### src/rtl/riscv_pkg.sv
// ISA-level constants shared by the front end.
package riscv_pkg;

    localparam int unsigned N_BITS      = 32;
    localparam int unsigned INSTR_BYTES = 4;

endpackage

### src/rtl/core_types_pkg.sv
// Payload types passed between pipeline structures of the core.
package core_types_pkg;

    import riscv_pkg::*;

    typedef struct packed {
        logic [N_BITS-1:0] pc;
        logic [N_BITS-1:0] instr;
        logic              filled;
    } fetch_entry_t;

endpackage

### src/rtl/fetch_queue.sv
// In-order circular buffer of fetched instructions with separate alloc/fill/head pointers.
// Pointers carry one extra wrap bit so full and empty are distinguishable.
module fetch_queue
    import riscv_pkg::*;
    import core_types_pkg::*;
#(
    parameter int unsigned DEPTH = 4
) (
    input  logic                   clk,
    input  logic                   rst_n,
    input  logic                   i_alloc,
    input  logic [N_BITS-1:0]      i_alloc_pc,
    input  logic                   i_fill,
    input  logic [N_BITS-1:0]      i_fill_instr,
    input  logic                   i_deq,
    input  logic                   i_flush,
    output logic [$clog2(DEPTH):0] o_occupancy,
    output logic [$clog2(DEPTH):0] o_unfilled,
    output logic                   o_head_vld,
    output logic [N_BITS-1:0]      o_head_pc,
    output logic [N_BITS-1:0]      o_head_instr
);

    localparam int unsigned AW = $clog2(DEPTH);
    localparam int unsigned PW = AW + 1;

    fetch_entry_t  r_mem [DEPTH];
    logic [PW-1:0] r_head;
    logic [PW-1:0] r_alloc;
    logic [PW-1:0] r_fill;

    logic [AW-1:0] w_head_idx;
    logic [AW-1:0] w_alloc_idx;
    logic [AW-1:0] w_fill_idx;
    fetch_entry_t  w_head;

    assign w_head_idx  = r_head[AW-1:0];
    assign w_alloc_idx = r_alloc[AW-1:0];
    assign w_fill_idx  = r_fill[AW-1:0];
    assign w_head      = r_mem[w_head_idx];

    assign o_occupancy  = r_alloc - r_head;
    assign o_unfilled   = r_alloc - r_fill;
    assign o_head_vld   = (o_occupancy != '0) && w_head.filled;
    assign o_head_pc    = o_head_vld ? w_head.pc    : '0;
    assign o_head_instr = o_head_vld ? w_head.instr : '0;

    // Flush discards every entry by collapsing head and fill onto alloc.
    always_ff @(posedge clk) begin
        if (!rst_n) begin
            r_head  <= '0;
            r_alloc <= '0;
            r_fill  <= '0;
        end else if (i_flush) begin
            r_head <= r_alloc;
            r_fill <= r_alloc;
        end else begin
            if (i_alloc) begin
                r_alloc <= r_alloc + PW'(1);
            end
            if (i_fill) begin
                r_fill <= r_fill + PW'(1);
            end
            if (i_deq) begin
                r_head <= r_head + PW'(1);
            end
        end
    end

    // Alloc always targets a free slot and fill an occupied one, so they never collide.
    always_ff @(posedge clk) begin
        if (i_alloc && !i_flush) begin
            r_mem[w_alloc_idx].pc     <= i_alloc_pc;
            r_mem[w_alloc_idx].filled <= 1'b0;
        end
        if (i_fill && !i_flush) begin
            r_mem[w_fill_idx].instr  <= i_fill_instr;
            r_mem[w_fill_idx].filled <= 1'b1;
        end
    end

endmodule

### src/rtl/fetch_stage.sv
// Instruction fetch: PC, imem request issue, in-flight drop accounting and redirect handling.
// Optional FETCH_PERF_CNT_EN adds bubble/redirect performance counters.
module fetch_stage
    import riscv_pkg::*;
#(
    parameter logic [N_BITS-1:0] RESET_PC = 32'h0000_0000,
    parameter int unsigned       DEPTH    = 4
) (
    input  logic              clk,
    input  logic              rst_n,
    output logic              imem_req_vld,
    input  logic              imem_req_rdy,
    output logic [N_BITS-1:0] imem_req_addr,
    input  logic              imem_rsp_vld,
    input  logic [N_BITS-1:0] imem_rsp_data,
    input  logic              D_redirect_vld,
    input  logic [N_BITS-1:0] D_redirect_tgt,
    input  logic              X_redirect_vld,
    input  logic [N_BITS-1:0] X_redirect_tgt,
    input  logic              stall_in,
    output logic [N_BITS-1:0] instr_out,
    output logic [N_BITS-1:0] pc_out,
    output logic [N_BITS-1:0] pc_plus4_out,
    output logic              vld_out
`ifdef FETCH_PERF_CNT_EN
   ,output logic [31:0]       perf_bubble_cnt
   ,output logic [31:0]       perf_redirect_cnt
`endif
);

    localparam int unsigned CW = $clog2(DEPTH) + 1;
    localparam int unsigned SW = CW + 1;

    logic [N_BITS-1:0] r_pc;
    logic [CW-1:0]     r_drop;
    logic              r_run;

    logic              w_redirect;
    logic [N_BITS-1:0] w_tgt;
    logic [CW-1:0]     w_occ;
    logic [CW-1:0]     w_unfilled;
    logic [SW-1:0]     w_inflight;
    logic              w_alloc;
    logic              w_rsp_drop;
    logic              w_rsp_live;
    logic              w_fill;
    logic              w_deq;
    logic              w_head_vld;
    logic [N_BITS-1:0] w_head_pc;
    logic [N_BITS-1:0] w_head_instr;
    logic [CW-1:0]     w_drop_nxt;

    assign w_redirect = X_redirect_vld || D_redirect_vld;
    assign w_tgt      = X_redirect_vld ? X_redirect_tgt : D_redirect_tgt;

    // Every queue slot or owed response counts against the in-flight budget.
    assign w_inflight    = SW'(w_occ) + SW'(r_drop);
    assign imem_req_vld  = r_run && !w_redirect && (w_inflight < SW'(DEPTH));
    assign imem_req_addr = r_pc;
    assign w_alloc       = imem_req_vld && imem_req_rdy;

    assign w_rsp_drop = imem_rsp_vld && (r_drop != '0);
    assign w_rsp_live = imem_rsp_vld && (r_drop == '0) && (w_unfilled != '0);
    assign w_fill     = w_rsp_live && !w_redirect;

    assign vld_out      = w_head_vld && !w_redirect;
    assign w_deq        = vld_out && !stall_in;
    assign instr_out    = w_head_instr;
    assign pc_out       = w_head_pc;
    assign pc_plus4_out = w_head_vld ? (w_head_pc + N_BITS'(INSTR_BYTES)) : '0;

    fetch_queue #(
        .DEPTH (DEPTH)
    ) u_queue (
        .clk          (clk),
        .rst_n        (rst_n),
        .i_alloc      (w_alloc),
        .i_alloc_pc   (r_pc),
        .i_fill       (w_fill),
        .i_fill_instr (imem_rsp_data),
        .i_deq        (w_deq),
        .i_flush      (w_redirect),
        .o_occupancy  (w_occ),
        .o_unfilled   (w_unfilled),
        .o_head_vld   (w_head_vld),
        .o_head_pc    (w_head_pc),
        .o_head_instr (w_head_instr)
    );

    // On redirect, unfilled entries become owed drops; a response landing now is also discarded.
    always_comb begin
        w_drop_nxt = r_drop;
        if (w_redirect) begin
            w_drop_nxt = r_drop + w_unfilled - CW'(w_rsp_drop || w_rsp_live);
        end else if (w_rsp_drop) begin
            w_drop_nxt = r_drop - CW'(1);
        end
    end

    always_ff @(posedge clk) begin
        if (!rst_n) begin
            r_pc   <= RESET_PC;
            r_drop <= '0;
            r_run  <= 1'b0;
        end else begin
            r_run  <= 1'b1;
            r_drop <= w_drop_nxt;
            if (w_redirect) begin
                r_pc <= w_tgt;
            end else if (w_alloc) begin
                r_pc <= r_pc + N_BITS'(INSTR_BYTES);
            end
        end
    end

`ifdef FETCH_PERF_CNT_EN
    always_ff @(posedge clk) begin
        if (!rst_n) begin
            perf_bubble_cnt   <= '0;
            perf_redirect_cnt <= '0;
        end else begin
            if (!vld_out && !stall_in) begin
                perf_bubble_cnt <= perf_bubble_cnt + 32'(1);
            end
            if (w_redirect) begin
                perf_redirect_cnt <= perf_redirect_cnt + 32'(1);
            end
        end
    end
`endif

endmodule

### config.mk
export PLATFORM = sky130hd
export DESIGN_NAME = fetch_stage
export DESIGN_NICKNAME = d
export VERILOG_FILES = /design/src/rtl/riscv_pkg.sv /design/src/rtl/core_types_pkg.sv /design/src/rtl/fetch_queue.sv /design/src/rtl/fetch_stage.sv
export SDC_FILE = /design/constraint.sdc
export NUM_CORES = 1
export LEC_CHECK = 0
export CELL_PAD_IN_SITES_DETAIL_PLACEMENT = 0
export CELL_PAD_IN_SITES_GLOBAL_PLACEMENT = 1
export CORE_MARGIN = 4
export CORE_UTILIZATION = 45
export CTS_BUF_LIST = sky130_fd_sc_hd__clkbuf_4
export DETAILED_ROUTE_END_ITERATION = 10
export GPL_ROUTABILITY_DRIVEN = 0
export PLACE_DENSITY_LB_ADDON = 0.12
export SYNTH_ARGS = -nofsm -noshare
export SYNTH_HDL_FRONTEND = slang
export SYNTH_SLANG_ARGS = --single-unit
### constraint.sdc
create_clock -name clk -period 7.4 [get_ports clk]
set_clock_uncertainty 0.15 [all_clocks]
set_input_delay 2.22 -clock clk [delete_from_list [all_inputs] [get_ports clk]]
set_output_delay 2.22 -clock clk [all_outputs]
set_load 0.1 [all_outputs]
Yosys cells after proc, flatten, opt, wreduce, memory -nomap -nowiden
Memories as Yosys holds them, arrays and structs flattened. A register that Yosys moved wholly into a read port is not among the register bits.
Cells that the tools add are included.
Widths: inputs -> output; s select.
{"block": "op_classes", "n_lt_le_gt_ge": 1, "n_bitwise": 1, "add_sub_neg": 11, "mux": 19, "n_reduce_logical": 25}
{"op": "$mux 32", "count": 6}
{"op": "$add 32x3->32 const B", "count": 2}
{"op": "$mux 3", "count": 6}
{"op": "$logic_and 1x1->1", "count": 12}
{"op": "$add 3x1->3 const B", "count": 3}
{"op": "$reduce_bool 3->1", "count": 3}
{"op": "$reduce_bool 2->1", "count": 4}
{"op": "$sub 3x3->3", "count": 2}
{"op": "$mux 1", "count": 5}
{"op": "$add 3x3->4", "count": 1}
{"op": "$lt 4x3->1 const B", "count": 1}
{"op": "$mux 2", "count": 2}
{"op": "$add 3x3->3", "count": 1}
{"op": "$logic_not 3->1", "count": 1}
{"op": "$sub 3x1->3", "count": 1}
{"op": "$sub 3x1->3 const B", "count": 1}
{"op": "$logic_not 1->1", "count": 2}
{"op": "$logic_or 1x1->1", "count": 2}
{"op": "$reduce_and 2->1", "count": 1}
{"op": "$not 1->1", "count": 1}
{"block": "totals", "in_bits": 103, "wordCells": 64, "mem_count": 1, "ramBits": 260, "out_inout_bits": 130, "register_bits": 45}
{"name": "u_queue.r_mem", "depth": 4, "width": 65, "rd": 1, "rd_ports_with_merged_regs": 1, "wr": 2, "line": "fetch_queue.sv:27", "source": "fetch_entry_t r_mem [DEPTH];"}

Longest topological paths before layout
{"block": "logic_depth", "depth_word": 9, "ltp_mapped": 16}

Hierarchy
Synthesis repeated with hierarchy kept, for this count alone.
{"block": "hier_totals", "cells_unflattened": 926, "area_unflattened_um2": 13864.5}
{"mod": "fetch_queue", "seq_area_each_um2": 7987.7, "area_each_um2": 10512.6, "instances": 1, "cells_per_inst": 489}
{"mod": "fetch_stage", "seq_area_each_um2": 720.7, "area_each_um2": 3352.0, "instances": 1, "cells_per_inst": 437}

Least setup slack after synthesis
OpenSTA, ideal clock, no wires.
{"block": "synth_timing", "path_kind": "register to output", "startpoint": "register u_queue.r_alloc[0]", "endpoint": "output port pc_plus4_out[28]", "n_path_buf": 4, "path_slack_ps": -772, "path_stages_with_launch": 17, "arrival_ps": 5802, "required_time_ps": 5030, "cell_sequence": "dfxtp_1 -> inv_1 -> ha_1 -> inv_1 -> fa_1 -> nand2b_1 -> o21a_1 -> clkbuf_1 -> clkbuf_1 -> clkbuf_1 -> and2_1 -> ha_1 -> and4_1 -> buf_2 -> nand4_1 -> or4_1 -> a21oi_1"}
{"block": "synth_between", "elab_chain_cells": 6}
{"element": "start: declaration", "line": "fetch_queue.sv:29", "source": "logic [PW-1:0] r_alloc;"}
{"element": "start signal: assignment", "line": "fetch_queue.sv:59", "source": "r_alloc <= r_alloc + PW'(1);"}
{"element": "$sub 3x3->3", "line": "fetch_queue.sv:42", "source": "assign o_occupancy = r_alloc - r_head;"}
{"element": "$reduce_bool 3->1", "line": "fetch_queue.sv:44", "source": "assign o_head_vld = (o_occupancy != '0) && w_head.filled;"}
{"element": "$logic_and 1x1->1", "line": "fetch_queue.sv:44"}
{"element": "$mux 32", "line": "fetch_queue.sv:45", "source": "assign o_head_pc = o_head_vld ? w_head.pc : '0;"}
{"element": "net pc_out[2]", "line": "fetch_stage.sv:22", "source": "output logic [N_BITS-1:0] pc_out,"}
{"element": "$add 32x3->32", "line": "fetch_stage.sv:70", "source": "assign pc_plus4_out = w_head_vld ? (w_head_pc + N_BITS'(INSTR_BYTES)) : '0;"}
{"element": "$mux 32", "line": "fetch_stage.sv:70"}
{"element": "end: declaration", "line": "fetch_stage.sv:23", "source": "output logic [N_BITS-1:0] pc_plus4_out,"}
The timed path passes the listed nets, and every way through them passes these cells.

Worst setup path in the final report
{"block": "layout_timing", "startpoint": "register u_queue.r_alloc[0]", "endpoint": "output port pc_plus4_out[29]"}
{"block": "layout_between", "elab_chain_cells": 6}
{"element": "$sub 3x3->3 *", "line": "fetch_queue.sv:42"}
{"element": "$reduce_bool 3->1 *", "line": "fetch_queue.sv:44"}
{"element": "$logic_and 1x1->1 *", "line": "fetch_queue.sv:44"}
{"element": "$mux 32", "line": "fetch_queue.sv:45"}
{"element": "$add 32x3->32", "line": "fetch_stage.sv:70"}
{"element": "$mux 32 *", "line": "fetch_stage.sv:70"}
Mark *: on every way between the ends. The rest lies on a longest branch, timed or not.

==> impl_metrics.json <==
{
  "status": "completed",
  "cts_root_buf": "clkbuf_4",
  "grt_pass1_vias": 9451,
  "period_minus_slack_ns": 7.10,
  "layout_commonest_cell": "edfxtp_1",
  "rows": 63,
  "cts_hold_buf": 0,
  "drive_above_1_share_pct": 19.9,
  "worst_slew_pin_slew_ns": 1.05,
  "via_per_inst": 5.57,
  "layout_common_cells": "edfxtp_1 (256), clkdlybuf4s50_1 (206), clkbuf_4 (110), and2_1 (70), mux4_2 (57)",
  "clk_pin_slew_ns": 0.07,
  "dieArea_um2": 33600,
  "crit_path_end_kind": "output port",
  "dpl.hpwl_mm": 24.0,
  "drcViolationCount": 0,
  "power_frac_seq_pct": 41.1,
  "slew_headroom_pct": 30.0,
  "grt_overflow": 0,
  "path_max_fanout": 9,
  "start_util_pct": 46.2,
  "rsz0062_at_grt": "false",
  "port_buffers": 232,
  "synth_flop_cell": "edfxtp_1",
  "wl_per_cell_um": 20.7,
  "vdd_ir_drop_max_uv": 115,
  "netlist-cell-type-count": 67,
  "p_int_mw": 3.04,
  "dr.pass1.iters": 5,
  "p_total_mw": 4.83,
  "worstSetupEndpoint": "pc_plus4_out[29]",
  "power.switching_mw": 1.79,
  "drv_cap": 0,
  "postSynth.asyncResetShare_pct": 0,
  "hp-class": "reg -> reg",
  "fmax_mhz": 141,
  "synth_top_area_cell": "edfxtp_1",
  "ys_ff_latch": 307,
  "die_x_um": 183,
  "use_met1_pct": 29.3,
  "comb_power_share_pct": 30.2,
  "clk_latency_ns": 0.66,
  "worst_setup_path_start_kind": "register",
  "ys.warnings.count": 0,
  "hold_viol": 0,
  "setup_viol": 0,
  "hold_path_depth": 1,
  "vias": 9351,
  "reg2reg_to": "u_queue.r_mem[3][57]",
  "syn_area_um2": 13800,
  "reg2reg_slack_ns": 2.81,
  "ioPinCount": 233,
  "cts_buffer_depth": 3,
  "post_cts_buffers": 0,
  "r2r_start": "u_queue.r_alloc[0]",
  "htreeDepth": 3,
  "met3_usage_pct": 4.94,
  "syn_inst": 957,
  "power.density_nw_per_um2": 275,
  "critPathKind": "reg -> out",
  "ant_nets": 0,
  "clock_sinks": 307,
  "cts_resized": 0,
  "grt_busiest_layer": "met2",
  "grt_pass1_wl_mm": 53.6,
  "fin_crit_sh_pct": 95.9,
  "yosysTopAreaCellShare_pct": 55.6,
  "cp.arrival_ns": 4.73,
  "grt_max_degree": 47,
  "dr.first_iter.drc_count": 675,
  "use_met2_pct": 32.1,
  "grt.total_usage_pct": 20.5,
  "leakage_nw": 6.07,
  "startpoint": "u_queue.r_alloc[0]",
  "routed_wl_mm": 34.8,
  "synth_area_leaders": "edfxtp_1 (56%), mux4_2 (9.3%), dfxtp_1 (7.4%)",
  "r2r_cells": 12,
  "cts_tree": "yes",
  "area_growth_pct": 26.9,
  "drv_slew": 0,
  "antenna_found_initial": 1,
  "yosysSeqAreaShare_pct": 63.0,
  "p_sw_share_pct": 37.1,
  "cts_inserted_buffers": 77,
  "syn_nets": 1083,
  "clockPowerShare_pct": 28.6,
  "cp.required_ns": 5.03,
  "die_height_um": 183,
  "core_area_um2": 30000,
  "nNetsFinal": 1360,
  "synth-edff-count": 256,
  "utilization_pct": 58.6,
  "syn_area_per_cell_um2": 14.5
}
critical path, cell delays in order (launching register included):
cell and delay, ns:
dfxtp_1 0.35, inv_1 0.15, ha_1 0.16, inv_1 0.04, fa_1 0.49, nand2b_1 0.31
o2111ai_1 0.25, or4_1 0.64, nor4_1 0.33, mux2_1 0.35, clkdlybuf4s50_1 0.97
power by group through the flow:
stage	clock network, mW	logic, mW	registers (mW)
finish	1.38	1.46	1.99
global route	1.53	1.53	1.99
CTS	1.42	1.47	1.99
detailed placement	0	1.47	2.02
global placement	0	1.46	2.02
floorplan	0	1.01	2.09
area by class of cell:
type / count / area, µm²
diodes: 1 / 2.50
clock buffers: 110 / 826
well taps: 390 / 488
clock inverters: 24 / 140
flip-flops and latches: 307 / 8720
repair buffers: 253 / 2440
multi-input cells: 563 / 4810
inverters: 32 / 120
fillers: 2472 / 12400
state kept, by name (all words and copies together) (netlist names), named ones only:
register         cells
u_queue.r_mem      260
r_drop               3
r_run                1
u_queue.r_head       3
imem_req_addr       32
u_queue.r_alloc      3
u_queue.r_fill       3
cell families (layout without fill, tap and decap cells):
kind of cell | Yosys count | in the layout | share of synthesized area (%)
buf+inv | 87 | 419 | 2.80
xor+xnor | 26 | 26 | 1.85
simple gates | 279 | 279 | 10.9
other cells | 0 | 1 | 0
mux | 75 | 75 | 11.6
fa+ha+maj | 23 | 23 | 2.24
flops | 307 | 307 | 63.0
compound gates | 160 | 160 | 7.64
synth_stat cells, types with 11 or more instances:
cell type	number
a21oi_1	50
and2_1	70
and3_1	20
clkbuf_1	36
dfxtp_1	51
edfxtp_1	256
ha_1	20
inv_1	30
mux4_2	57
nand2_1	48
nand3_1	20
nand4_1	19
nor2_1	51
o21ai_0	17
o31ai_1	17
xnor2_1	13
xor2_1	11
per-layer routing:
layer | wire [µm] | share of wire, % | vias to the layer above
li1 | - | - | 4340
met1 | 15500 | 45 | 4638
met2 | 16300 | 47 | 340
met3 | 2570 | 7.4 | 33
met4 | 407 | 1.2 | 0
met5 | 0 | 0 | -
worst min-delay path by stage:
stage	start	to	slack, ns
3_5_place_dp	u_queue.r_mem[3][0]	u_queue.r_mem[3][0]	0.29
4_1_cts	u_queue.r_mem[3][0]	u_queue.r_mem[3][0]	0.30
5_1_grt	u_queue.r_mem[2][0]	u_queue.r_mem[2][0]	0.33
3_3_place_gp	u_queue.r_mem[0][0]	u_queue.r_mem[0][0]	0.28
6_report	u_queue.r_mem[0][0]	u_queue.r_mem[0][0]	0.30
2_1_floorplan	u_queue.r_mem[2][0]	u_queue.r_mem[2][0]	0.27
stage by stage:
stage          TNS [ns]  cell area (µm²)  instances  hold slack (ns)  worst slack, ns
2_1_floorplan    -0.173            13900        957            0.268           -0.173
3_3_place_gp          0            16600       1545            0.278             1.04
3_5_place_dp          0            16600       1545            0.287            0.968
4_1_cts               0            17500       1679            0.303            0.242
5_1_grt               0            17600       1680            0.333          0.00178
6_report              0            17600       1680            0.302            0.301
No activity file was read; power rests on OpenSTA's default activity.
